--- config.mk ---
export PLATFORM = sky130hd
export DESIGN_NAME = bip_multicycle_cpu
export DESIGN_NICKNAME = d
export VERILOG_FILES = /design/src/rtl/bip_multicycle_cpu.sv
export SDC_FILE = /design/constraint.sdc
export NUM_CORES = 1
export LEC_CHECK = 0
export BUFFER_PORTS_ARGS = -buffer_cell sky130_fd_sc_hd__clkbuf_2
export CORE_UTILIZATION = 30
export DETAILED_ROUTE_END_ITERATION = 6
export GPL_TIMING_DRIVEN = 1
export SETUP_SLACK_MARGIN = 0.15
export SYNTH_ARGS = -nofsm -noshare
export SYNTH_HDL_FRONTEND = slang
export SYNTH_SLANG_ARGS = --single-unit
--- constraint.sdc ---
create_clock -name clk -period 3.8 [get_ports clk]
set_input_delay 0.95 -clock clk [delete_from_list [all_inputs] [get_ports clk]]
set_output_delay 0.95 -clock clk [all_outputs]
set_load 0.05 [all_outputs]
--- src/rtl/bip_multicycle_cpu.sv ---
// Multi-cycle BIP accumulator CPU: fetch / execute / memory-read states plus a halt state,
// with branches, run gating and a saturating retired-instruction counter.
module bip_multicycle_cpu #(
  parameter int unsigned ADDR_BITS  = 11,
  parameter int unsigned DATA_WIDTH = 16,
  parameter int unsigned CNT_BITS   = 32,
  parameter int unsigned RESET_PC   = 0
) (
  input  logic                  clk,
  input  logic                  reset,
  input  logic                  run_en,
  input  logic [DATA_WIDTH-1:0] instruction,
  output logic [ADDR_BITS-1:0]  addr_program,
  input  logic [DATA_WIDTH-1:0] in_data,
  output logic                  wr,
  output logic [ADDR_BITS-1:0]  addr_data,
  output logic [DATA_WIDTH-1:0] out_data,
  output logic [DATA_WIDTH-1:0] acc,
  output logic [ADDR_BITS-1:0]  pc,
  output logic                  halted,
  output logic [CNT_BITS-1:0]   instr_count
);

  localparam int unsigned OP_BITS = DATA_WIDTH - ADDR_BITS;

  localparam logic [OP_BITS-1:0] OP_HLT  = OP_BITS'(0);
  localparam logic [OP_BITS-1:0] OP_STO  = OP_BITS'(1);
  localparam logic [OP_BITS-1:0] OP_LD   = OP_BITS'(2);
  localparam logic [OP_BITS-1:0] OP_LDI  = OP_BITS'(3);
  localparam logic [OP_BITS-1:0] OP_ADD  = OP_BITS'(4);
  localparam logic [OP_BITS-1:0] OP_ADDI = OP_BITS'(5);
  localparam logic [OP_BITS-1:0] OP_SUB  = OP_BITS'(6);
  localparam logic [OP_BITS-1:0] OP_SUBI = OP_BITS'(7);
  localparam logic [OP_BITS-1:0] OP_BEQ  = OP_BITS'(8);
  localparam logic [OP_BITS-1:0] OP_BNE  = OP_BITS'(9);
  localparam logic [OP_BITS-1:0] OP_JMP  = OP_BITS'(10);

  typedef enum logic [1:0] {
    S_FETCH,
    S_EXEC,
    S_MEM,
    S_HALT
  } state_t;

  state_t                state;
  logic [DATA_WIDTH-1:0] ir;

  logic [OP_BITS-1:0]    ex_op;
  logic [ADDR_BITS-1:0]  ex_opd;
  logic [DATA_WIDTH-1:0] ex_imm;
  logic [OP_BITS-1:0]    mem_op;
  logic [ADDR_BITS-1:0]  pc_inc;
  logic [CNT_BITS-1:0]   cnt_next;

  // In S_EXEC the fresh instruction word is decoded directly; ir serves S_MEM afterwards.
  assign ex_op    = instruction[DATA_WIDTH-1:ADDR_BITS];
  assign ex_opd   = instruction[ADDR_BITS-1:0];
  assign ex_imm   = {{OP_BITS{ex_opd[ADDR_BITS-1]}}, ex_opd};
  assign mem_op   = ir[DATA_WIDTH-1:ADDR_BITS];
  assign pc_inc   = pc + ADDR_BITS'(1);
  assign cnt_next = (&instr_count) ? instr_count : instr_count + CNT_BITS'(1);

  // Write strobe is purely state-decoded so an asynchronous reset kills it at once.
  assign wr           = (state == S_EXEC) && (ex_op == OP_STO);
  assign addr_data    = (state == S_EXEC) ? ex_opd : ir[ADDR_BITS-1:0];
  assign addr_program = pc;
  assign out_data     = acc;
  assign halted       = (state == S_HALT);

  always_ff @(posedge clk or posedge reset) begin
    if (reset) begin
      state       <= S_FETCH;
      pc          <= ADDR_BITS'(RESET_PC);
      acc         <= '0;
      ir          <= '0;
      instr_count <= '0;
    end else begin
      case (state)
        S_FETCH: begin
          if (run_en) state <= S_EXEC;
        end
        S_EXEC: begin
          ir <= instruction;
          case (ex_op)
            OP_HLT: begin
              state       <= S_HALT;
              instr_count <= cnt_next;
            end
            OP_LD, OP_ADD, OP_SUB: begin
              state <= S_MEM;
            end
            default: begin
              state       <= S_FETCH;
              instr_count <= cnt_next;
              pc          <= pc_inc;
              case (ex_op)
                OP_LDI:  acc <= ex_imm;
                OP_ADDI: acc <= acc + ex_imm;
                OP_SUBI: acc <= acc - ex_imm;
                OP_BEQ:  if (acc == '0) pc <= ex_opd;
                OP_BNE:  if (acc != '0) pc <= ex_opd;
                OP_JMP:  pc <= ex_opd;
                default: ;
              endcase
            end
          endcase
        end
        S_MEM: begin
          case (mem_op)
            OP_LD:   acc <= in_data;
            OP_ADD:  acc <= acc + in_data;
            OP_SUB:  acc <= acc - in_data;
            default: ;
          endcase
          pc          <= pc_inc;
          state       <= S_FETCH;
          instr_count <= cnt_next;
        end
        S_HALT: ;
        default: state <= S_FETCH;
      endcase
    end
  end

endmodule
==> results.md, run 1 <==
* Run status: finished clean
* Global-route wire length before repair at 29650 µm
* Horizontal die dimension at 146.4 µm
* HPWL after detailed placement at 14600 µm
* Instance count along the most critical hold path at 1
* Detailed-route wire length at 18810 µm
* WS Path Type: primary input to flop
* FF+latch count, synth at 77
* Endpoints failing setup at 0
* Layout overhead on the synthesized area at 22.66%
* CP Capture Type: flop
* Layout Utilization at 37.68%
* RSZ-0062 raised after global routing: true
* Synth Instances at 736
* Clock transition time at the flip-flop clock pins of the worst setup and hold paths at 60 ps
* Critical path required time at 4040 ps
* Area of the die at 21430 µm²
* Max-slew violation count at 0
* Slew at the pin with the worst max-slew slack at 1108 ps
* Number of warning messages in the yosys log at 0
* Logic depth of the worst register-to-register path at 12
* Per-cell routed wire length at 16.18 µm
* Overall routing resource usage at 17.46%
* Routability Congestion at 0.8886
* Worst slew margin at 25.67%
* Bufs on Longest Clock Path at 2
* Clock latency on the worst-skew pair at 340 ps
* Upper clock frequency limit at 286.2 MHz
* Clock sink count at 77
* Final net count at 963
* Final hold violations at 0
* Primary FF master, synth: sky130_fd_sc_hd__dfrtp_1
* Count of cell types in the netlist at 65
* Worst slack, placed at -40.80 ps
* Share of post-route cells with drive strength above 1 at 26.43%
* Via-to-Cell Ratio at 5.164
* Timing startpoint of the critical path: instruction[1]
* Fraction of registers with async set or reset after synthesis at 100.0%
* Cell taking the most area after synthesis: sky130_fd_sc_hd__dfrtp_1
* Initial Utilization at 30.72%
* Leak at 3.687 nW
* ANT nets after route at 0
* Worst Hold End: instr_count[19]$_DFFE_PP0P_
* Worst reg2reg path startpoint: ir[15]$_DFFE_PP0P_
* Clock Skews at 7.373 ps
* Register-to-register setup slack at 450 ps
* PortBufs at 133
* Core Box Area at 20360 µm²
* Nets in the synthesized netlist at 811
* Clock tree from TritonCTS: done
* Total CTS buffers at 9
* Number of ports placed on the die boundary at 134
* Count of maximum capacitance violations at 0
* Buffer type at the clock tree root: sky130_fd_sc_hd__clkbuf_16
* Vias in the first global route at 5612
* Length of the first detailed-routing pass in iterations at 5
* Worst min path class: flop to flop
* Number of antenna violations at the first check in global routing at 1
* Source of the worst hold timing path: instr_count[19]$_DFFE_PP0P_
* Total congestion overflow after global routing at 0
* Post-route DRC violation count at 0
* Number of diodes at 0
* Final critical delay including setup and external delays at 3495 ps
* Number of enable flip-flop cells after synthesis at 0
* Die height at 146.4 µm
* Cell types occupying the most area after synthesis: sky130_fd_sc_hd__dfrtp_1 (31%), sky130_fd_sc_hd__ha_1 (7.6%), sky130_fd_sc_hd__xnor2_1 (5.5%), sky130_fd_sc_hd__nand2_1 (4.0%), sky130_fd_sc_hd__a21oi_1 (3.8%)
* Crit share post-route at 91.96%
* Per-instance average area after synthesis at 8.500 µm²
* Power density over the cells at 881.0 nW/µm²
* Worst Setup Start Kind: primary input
* Data arrival time of the critical path at 3740 ps
* Row cnt at 52
* Worst hold slack across all endpoints at 489.1 ps
* CP Max Fanout at 5
* Final standard cell area without fillers at 7674 µm²
* Post-Synthesis Cell Area at 6256 µm²
* Reg2Reg Capture Point: acc[12]$_DFFE_PP0P_
* Number of H-tree levels at 3
* Max VDD drop at 0.0006472 V
* Maximum number of pins on one net before global-route repair at 44
* Fraction of post-synthesis cell area in the top cell type by area at 30.80%
* Area of placed instances at 7400 µm²
* Detailed-route via count at 6006
* Post-CTS Hold Fix Bufs at 0
* Worst path setup slack after routing at 305.4 ps
* Sequential cell area fraction in the yosys report at 30.80%
* DRC marker count from the first detailed-route iteration at 300
[placed cells by master, fill, tap and decap left out, types with 7 or more instances in the layout]
cell type / instances
sky130_fd_sc_hd__or3_1: 8
sky130_fd_sc_hd__a21oi_1: 47
sky130_fd_sc_hd__nor2_1: 58
sky130_fd_sc_hd__a21o_1: 15
sky130_fd_sc_hd__mux2_2: 17
sky130_fd_sc_hd__ha_1: 38
sky130_fd_sc_hd__o21a_1: 13
sky130_fd_sc_hd__nor2b_1: 7
sky130_fd_sc_hd__clkbuf_16: 9
sky130_fd_sc_hd__xnor2_1: 39
sky130_fd_sc_hd__nand2_1: 67
sky130_fd_sc_hd__o31ai_1: 10
sky130_fd_sc_hd__xor2_1: 26
sky130_fd_sc_hd__dfrtp_1: 77
sky130_fd_sc_hd__and3_1: 17
sky130_fd_sc_hd__nor3_1: 20
sky130_fd_sc_hd__clkbuf_2: 133
sky130_fd_sc_hd__nand3_1: 24
sky130_fd_sc_hd__a211oi_1: 16
sky130_fd_sc_hd__o21ai_0: 37
sky130_fd_sc_hd__inv_1: 24
sky130_fd_sc_hd__a31oi_1: 14
sky130_fd_sc_hd__nand4_1: 11
sky130_fd_sc_hd__buf_4: 60
[metrics by stage]
step | std cells | setup TNS [ps] | power (W)
floorplan | 736 | 0 | 0.004922
global placement | 1147 | -58.15 | 0.005919
detailed placement | 1147 | -92.90 | 0.005959
CTS | 1163 | 0 | 0.006800
global route | 1163 | 0 | 0.007235
finish | 1163 | 0 | 0.006760
[registers in the layout, indices dropped and copies added (netlist names)]
signal        cells
acc              16
addr_program     11
instr_count      32
ir               16
state             2
[where the power goes]
group          switching, W  total, W  leakage (nW)  internal [W]
sequential         0.000394   0.00149         0.960       0.00110
combinational       0.00298   0.00447          2.60       0.00149
clock              0.000355  0.000799         0.122      0.000444
[logic make-up after synthesis]
kind of cell    Yosys count  synth area share, %
flops                    77                30.80
fa+ha+maj                40                8.240
simple gates            261                21.48
xor+xnor                 65                9.100
compound gates          198                20.68
mux                      18                3.220
buf+inv                  77                6.480
[cell type report]
| cell class | instances | area, µm² |
|---|---|---|
| clock buffer | 11 | 232.7 |
| clock inverter | 5 | 36.28 |
| fill | 2127 | 12690 |
| inverter | 25 | 95.09 |
| multi-input combinational | 582 | 3929 |
| sequential | 77 | 1927 |
| tap | 270 | 337.8 |
| timing repair buffer | 193 | 1116 |
[per-layer routing]
metal / GRT usage, % / part of all wire, % / up-vias
li1: - / - / 2969
met1: 22.51 / 45 / 2860
met2: 29.52 / 48 / 155
met3: 4.031 / 5.8 / 20
met4: 3.958 / 1.0 / 2
met5: 0 / 0.058 / -
[worst max path at each step]
stage / endpoint / cells past startpoint
4_1_cts: acc[10]$_DFFE_PP0P_ / 14
3_3_place_gp: acc[12]$_DFFE_PP0P_ / 14
2_1_floorplan: acc[11]$_DFFE_PP0P_ / 13
6_report: acc[15]$_DFFE_PP0P_ / 15
5_1_grt: acc[11]$_DFFE_PP0P_ / 13
3_5_place_dp: acc[12]$_DFFE_PP0P_ / 14
[synthesized netlist by cell type (all sizes together), types with 4 or more instances]
cell / n
nand2b: 6
nor3: 20
nand2: 67
nor2: 58
o31ai: 10
nor3b: 4
nand3b: 5
clkbuf: 20
and4: 5
nor4: 6
and2: 8
mux2: 17
dfrtp: 77
o31a: 4
a31oi: 14
a21o: 15
nor2b: 7
and3: 17
o211ai: 5
o21a: 13
ha: 38
buf: 32
xor2: 26
or3: 8
inv: 25
o22a: 5
a21oi: 48
o21ai: 41
or4: 4
a211oi: 16
nand4: 11
nand3: 25
xnor2: 39
[critical path, stage by stage]
cell	delay, ps
sky130_fd_sc_hd__clkbuf_2	130
sky130_fd_sc_hd__inv_1	80
sky130_fd_sc_hd__ha_1	220
sky130_fd_sc_hd__nand3b_1	140
sky130_fd_sc_hd__nor2_1	60
sky130_fd_sc_hd__a21oi_1	290
sky130_fd_sc_hd__xnor2_1	160
sky130_fd_sc_hd__ha_1	300
sky130_fd_sc_hd__a21o_1	190
sky130_fd_sc_hd__a21o_1	170
sky130_fd_sc_hd__a21o_1	190
sky130_fd_sc_hd__a211o_1	280
sky130_fd_sc_hd__o2111ai_1	190
sky130_fd_sc_hd__o211ai_1	120
sky130_fd_sc_hd__a211oi_1	260
[repair_timing]
action,in CTS,in global routing
gates resized for setup,0,4
buffers inserted,0,0
endpoints found under the setup margin,0,5
No activity file was read; power rests on OpenSTA's default activity.
==> inputs of run 2 (changes only) <==
Settings changed: CORE_UTILIZATION 30 to 45, HOLD_SLACK_MARGIN set to 0.02, PLACE_DENSITY set to 0.68.
==> run 2 against run 1 <==
Against the previous run:
- sequential cell count unchanged
- sequential power about the same
- first-iteration DRC count up 21%
- critical path type unchanged
==> results.md, run 2 (synthesized netlist as in run 1, its figures left out) <==
* Crit share post-route at 90.42% (-1.5 points)
* Clock sink count at 77 (unchanged)
* CP Cell Sequence: clkbuf_2 -> and4bb_2 -> and2_1 -> nor2_1 -> xnor2_1 -> ha_1 -> nor2b_1 -> o31a_1 -> o2111a_1 -> a211oi_2 -> xnor2_1 -> a21oi_1 -> o31ai_1
* Post-route DRC violation count at 0 (unchanged)
* Data arrival time of the critical path at 3670 ps (-70 ps)
* Clock transition time at the flip-flop clock pins of the worst setup and hold paths at 60 ps (about the same)
* Count of placed standard cells including taps at 1028 (-10%)
* Cell at the slowest stage of the critical path: sky130_fd_sc_hd__and4bb_2
* Worst Setup Start Kind: primary input
* Maximum number of pins on one net before global-route repair at 41 (-6.8%)
* Buffer type at the clock tree root: sky130_fd_sc_hd__clkbuf_16
* WS Path Type: primary input to flop
* Bufs on Longest Clock Path at 2 (unchanged)
* Power density over the cells at 886.6 nW/µm² (+0.64%)
* Most common library cell in the layout ignoring fill and taps: sky130_fd_sc_hd__clkbuf_2
* HPWL after detailed placement at 12860 µm (-12%)
* Total congestion overflow after global routing at 0 (unchanged)
* Die height at 119.9 µm (-18%)
* Clock latency on the worst-skew pair at 340 ps (about the same)
* Upper clock frequency limit at 291.0 MHz (+1.7%)
* Clock share of power at 11.8% (about the same)
* RSZ-0062 raised after global routing: true
* Switching share of power at 55.60% (+0.45 points)
* Layout overhead on the synthesized area at 17.72%
* Leading cell types in the layout, fill and taps excluded: sky130_fd_sc_hd__clkbuf_2 (133), sky130_fd_sc_hd__dfrtp_1 (77), sky130_fd_sc_hd__nand2_1 (67), sky130_fd_sc_hd__nor2_1 (58), sky130_fd_sc_hd__a21oi_1 (48)
* Per-cell routed wire length at 15.89 µm (-1.8%)
* Share of post-route cells with drive strength above 1 at 24.13% (-2.3 points)
* Detailed-route wire length at 16560 µm (-12%)
* Routability Congestion at 0.9696 (+9.1%)
* DRC marker count from the first detailed-route iteration at 364 (+21%)
* Setup TNS Final at 0 ps (unchanged)
* Slew at the pin with the worst max-slew slack at 1066 ps (-41.76 ps)
* Row cnt at 42 (-19%)
* Endpoints failing setup at 0 (unchanged)
* Final hold violations at 0 (unchanged)
* Clock Skews at 7.928 ps (+0.5550 ps)
* Initial Utilization at 46.69% (+16 points)
* Number of H-tree levels at 3 (unchanged)
* Filler cells at 1290 (-39%)
* PortBufs at 133 (unchanged)
* Final net count at 938 (-2.6%)
* Number of diodes at 0 (unchanged)
* Critical path required time at 4030 ps (about the same)
* Comb power frac at 65.4% (-0.7 points)
* Post-CTS Hold Fix Bufs at 0 (unchanged)
* Biggest regs: instr_count x32, acc x16, ir x16
* Overall routing resource usage at 23.76% (+6.3 points)
* Max-slew violation count at 0 (unchanged)
* Area of the die at 14380 µm² (-33%)
* Vias in the first global route at 5548 (-1.1%)
* Leak at 3.575 nW (-3.0%)
* Total CTS buffers at 9 (unchanged)
* CP Max Fanout at 5 (unchanged)
* Number of flip-flops under the largest register name at 32 (unchanged)
* Count of maximum capacitance violations at 0 (unchanged)
* Clock tree from TritonCTS: done
* Core Box Area at 13400 µm² (-34%)
* ANT nets after route at 0 (unchanged)
* Horizontal die dimension at 119.9 µm (-18%)
* Global-route wire length before repair at 27210 µm (-8.2%)
* Most used cell, CP: sky130_fd_sc_hd__xnor2_1
* Number of antenna violations at the first check in global routing at 0 (-1)
* Largest reg by FF count: instr_count
* Net load switching power at 0.003630 W (-2.6%)
* Worst slew margin at 28.47% (+2.8 points)
* Final critical delay including setup and external delays at 3436 ps (-58.61 ps)
* Detailed-route via count at 5894 (-1.9%)
* Via-to-Cell Ratio at 5.656 (+9.5%)
* Cell Int Power at 0.002899 W (-4.4%)
* Number of ports placed on the die boundary at 134 (unchanged)
* Fin cells at 1042 (-10%)
* Slowest Stage Delay on Critical Path at 350 ps (+50 ps)
* Worst min path class: primary input to async pin
* CP Capture Type: flop
* Run status: finished clean
* Length of the first detailed-routing pass in iterations at 5 (unchanged)
* Max VDD drop at 0.0005201 V (-20%)
* Register share of total power at 22.8% (+0.7 points)
==> run 2: through the flow <==
step           hold WS (ps)  total power (W)  util (%)  setup WS, ps  area, µm²
3_3_place_gp          472.8         0.005703     52.94        0.9319       7094
2_1_floorplan         499.3         0.004922         -         167.0       6257
4_1_cts               485.1         0.006528     54.86         264.6       7351
5_1_grt               506.7         0.006974     54.96         149.8       7365
3_5_place_dp          480.2         0.005736     52.94        -78.61       7094
6_report              485.0         0.006529     54.96         364.1       7365
==> run 2: path summary, 6_finish.rpt <==
path	depth (start not counted)	startpoint	end	slack [ps]
setup / recovery	13	instruction[14]	acc[10]$_DFFE_PP0P_	360
hold / removal	2	reset	instr_count[26]$_DFFE_PP0P_	490
setup reg to reg	12	ir[15]$_DFFE_PP0P_	acc[12]$_DFFE_PP0P_	430
hold reg to reg	1	instr_count[21]$_DFFE_PP0P_	instr_count[21]$_DFFE_PP0P_	490
max in group asynchronous	3	reset	acc[15]$_DFFE_PP0P_	2570
min in group clk	1	instr_count[21]$_DFFE_PP0P_	instr_count[21]$_DFFE_PP0P_	490
==> run 2: layout make-up <==
cell class | instances | area, µm² | share of cell area, %
tap | 176 | 220.2 | 2.990
clock inverter | 4 | 27.53 | 0.3738
sequential | 77 | 1927 | 26.16
inverter | 25 | 95.09 | 1.291
clock buffer | 10 | 229.0 | 3.109
multi-input combinational | 582 | 3938 | 53.47
timing repair buffer | 168 | 928.4 | 12.61
==> run 2: routing by layer <==
| metal | up-vias | global-route usage (%) | part of all wire [%] |
|---|---|---|---|
| met5 | - | 0 | 0 |
| met4 | 0 | 7.891 | 2.2 |
| met3 | 31 | 4.658 | 5.2 |
| met2 | 180 | 39.62 | 47 |
| met1 | 2764 | 30.64 | 45 |
| li1 | 2919 | - | - |
==> run 2: power by group through the flow <==
stage	clock network (W)	logic (W)	registers, W
floorplan	0	0.00294	0.00199
global placement	0	0.00421	0.00149
detailed placement	0	0.00424	0.00150
CTS	0.000790	0.00425	0.00149
global route	0.000820	0.00462	0.00154
finish	0.000772	0.00427	0.00149
==> run 2: repair_timing <==
action                                  4_1_cts  5_1_grt
hold endpoints to repair                      0        0
buffers inserted                              0        0
gates resized for setup                       0        3
endpoints found under the setup margin        0        2
==> run 2: worst max-delay path, delay by kind of cell <==
family | cells | cell delay, ps
AND/OR/NAND/NOR | 4 | 810
adder cells (fa/ha/maj) | 1 | 330
XOR/XNOR | 2 | 290
buffers and inverters | 1 | 90
AO/OA/AOI/OAI | 5 | 1190
==> inputs of run 3 (changes only) <==
Settings changed: PLACE_DENSITY 0.68 to 0.71, SLEW_MARGIN set to 10.
Clock period 3.8 ns to 3.1 ns, I/O delays scaled along.
==> run 3 against run 2 <==
Against the previous run:
- the flow now finishes with violations (setup timing)
- clock-buffer cell count rose by 2
- combinational power rose by 50%
- hold slack barely moved
- worst setup slack got worse by 550 ps
- sequential share of layout area fell by 3.8 points
- global-route usage rose by 1.8 points
- clock skew rose by 2.1 ps
- final cell count rose by 11%
- utilization rose by 9.5 points
- register-to-register slack got worse by 490 ps
- largest cell class unchanged
- largest power group unchanged
- highest routed layer unchanged
==> results.md, run 3 (synthesized netlist as in run 1, its figures left out) <==
* Run status: finished with violations
* Violations in the final reports: setup timing
* Clock Skews at 10.02 ps (+2.092 ps)
* Vias in the first global route at 6166 (+11%)
* WS Path Type: primary input to flop
* Overall routing resource usage at 25.55% (+1.8 points)
* Number of diodes at 0 (unchanged)
* Critical path required time at 3310 ps (-720 ps)
* Leading cell types in the layout, fill and taps excluded: sky130_fd_sc_hd__buf_4 (136), sky130_fd_sc_hd__clkbuf_2 (131), sky130_fd_sc_hd__dfrtp_1 (77), sky130_fd_sc_hd__nand2_1 (63), sky130_fd_sc_hd__nor2_1 (52)
* Area of the die at 14380 µm² (unchanged)
* Post-route DRC violation count at 0 (unchanged)
* Initial Utilization at 46.69% (unchanged)
* Clock sink count at 77 (unchanged)
* DRC marker count from the first detailed-route iteration at 381 (+4.7%)
* Bufs on Longest Clock Path at 2 (unchanged)
* CP Capture Type: flop
* Total congestion overflow after global routing at 0 (unchanged)
* Slew at the pin with the worst max-slew slack at 681.8 ps (-384.0 ps)
* Number of flip-flops under the largest register name at 32 (unchanged)
* ANT nets after route at 0 (unchanged)
* Worst path setup slack after routing at -183.1 ps (-547.2 ps)
* Per-cell routed wire length at 16.08 µm (+1.2%)
* Routability Congestion at 0.9277 (-4.3%)
* Most common library cell in the layout ignoring fill and taps: sky130_fd_sc_hd__buf_4
* Buffer type at the clock tree root: sky130_fd_sc_hd__clkbuf_16
* Worst slack, placed at -427.4 ps (-348.7 ps)
* Core Box Area at 13400 µm² (unchanged)
* Largest reg by FF count: instr_count
* Final net count at 1047 (+12%)
* Number of antenna violations at the first check in global routing at 0 (unchanged)
* Crit share post-route at 105.9%
* Final hold violations at 0 (unchanged)
* Row cnt at 42 (unchanged)
* CP Max Fanout at 5 (unchanged)
* Maximum number of pins on one net before global-route repair at 42 (+2.4%)
* Clock tree from TritonCTS: done
* Endpoints failing setup at 7 (+7)
* RSZ-0062 raised after global routing: true
* Total CTS buffers at 9 (unchanged)
* Detailed-route via count at 6449 (+9.4%)
* Share of post-route cells with drive strength above 1 at 39.10% (+15 points)
* Count of maximum capacitance violations at 0 (unchanged)
* PortBufs at 133 (unchanged)
* Number of ports placed on the die boundary at 134 (unchanged)
* Worst slew margin at 54.49% (+26 points)
* Global-route wire length before repair at 29550 µm (+8.6%)
* Fin cells at 1153 (+11%)
* Worst Setup Start Kind: primary input
* Horizontal die dimension at 119.9 µm (unchanged)
* Via-to-Cell Ratio at 5.593 (-1.1%)
* Upper clock frequency limit at 304.6 MHz
* HPWL after detailed placement at 13790 µm (+7.2%)
* Count of placed standard cells including taps at 1120 (+8.9%)
* Detailed-route wire length at 18540 µm (+12%)
* Number of H-tree levels at 3 (unchanged)
* Max VDD drop at 0.0006363 V (+22%)
* Clock transition time at the flip-flop clock pins of the worst setup and hold paths at 60 ps (about the same)
* Max-slew violation count at 0 (unchanged)
* Data arrival time of the critical path at 3500 ps (-170 ps)
* Die height at 119.9 µm (unchanged)
* Clock latency on the worst-skew pair at 340 ps (about the same)
* Biggest regs: instr_count x32, acc x16, ir x16
* Leak at 4.227 nW (+18%)
* Worst min path class: flop to flop
* Filler cells at 1154 (-11%)
* Final critical delay including setup and external delays at 3283 ps
* Layout overhead on the synthesized area at 37.98%
* Power density over the cells at 1083 nW/µm² (+22%)
* Length of the first detailed-routing pass in iterations at 5 (unchanged)
## run 3: area by class of cell
| class | instances | area, µm² | share of cell area [%] |
|---|---|---|---|
| multi-input combinational | 582 | 4278 | 49.56 |
| sequential | 77 | 1927 | 22.32 |
| timing repair buffer | 277 | 1800 | 20.86 |
| clock buffer | 12 | 256.5 | 2.971 |
| tap | 176 | 220.2 | 2.551 |
| inverter | 25 | 95.09 | 1.102 |
| clock inverter | 4 | 55.05 | 0.6378 |
## run 3: power breakdown
part | switching, W | total (W) | internal (W)
Combinational | 0.00397 | 0.00642 | 0.00245
Sequential | 0.000475 | 0.00182 | 0.00135
Clock | 0.000432 | 0.00110 | 0.000672
Total | 0.00487 | 0.00935 | 0.00447
## run 3: repair_timing
| item | CTS | global route |
|---|---|---|
| resized for setup | 45 | 48 |
| setup buffers | 8 | 9 |
| hold buffers | 0 | 0 |
| endpoints found under the setup margin | 11 | 15 |
| pin swaps | 26 | 44 |
## run 3: per-layer routing
layer / routed length, µm / share of wire [%] / GRT usage, %
met1: 7920 / 43 / 32.24
met2: 9360 / 50 / 43.61
met3: 855 / 4.6 / 4.658
met4: 405 / 2.2 / 8.750
met5: 0 / 0 / 0
## run 3: final timing paths
path                                                     to                   startpoint  slack (ps)  depth (start not counted)
worst min-delay path            instr_count[28]$_DFFE_PP0P_  instr_count[28]$_DFFE_PP0P_         490                          1
worst max-delay path                    acc[11]$_DFFE_PP0P_              instruction[14]        -180                         13
worst max register to register          acc[15]$_DFFE_PP0P_           ir[15]$_DFFE_PP0P_         -60                         16
max in group asynchronous               acc[15]$_DFFE_PP0P_                        reset        1960                          3
worst min register to register  instr_count[28]$_DFFE_PP0P_  instr_count[28]$_DFFE_PP0P_         490                          1
min in group asynchronous       instr_count[26]$_DFFE_PP0P_                        reset         500                          2
## run 3: per-stage QoR
stage	util (%)	power [W]	cell area [µm²]	setup TNS, ps	hold WS [ps]
3_5_place_dp	58.62	0.007719	7855	-3688	482.3
6_report	64.42	0.009346	8632	-431.1	485.5
5_1_grt	64.42	0.009903	8632	-1429	502.0
3_3_place_gp	58.62	0.007617	7855	-3052	474.0
2_1_floorplan	-	0.006073	6321	-1044	499.3
4_1_cts	62.43	0.009040	8366	-82.89	493.5
## run 3: worst max-delay path, cell delays in order
cell and delay (ps):
sky130_fd_sc_hd__buf_6 90, sky130_fd_sc_hd__and4bb_4 370, sky130_fd_sc_hd__and2_4 200, sky130_fd_sc_hd__nor2_4 40, sky130_fd_sc_hd__xnor2_1 110, sky130_fd_sc_hd__ha_1 310, sky130_fd_sc_hd__o21a_1 200, sky130_fd_sc_hd__o31a_1 140
sky130_fd_sc_hd__o211ai_1 310, sky130_fd_sc_hd__a211oi_2 130, sky130_fd_sc_hd__or4_1 530, sky130_fd_sc_hd__a31oi_1 190, sky130_fd_sc_hd__o31ai_1 100
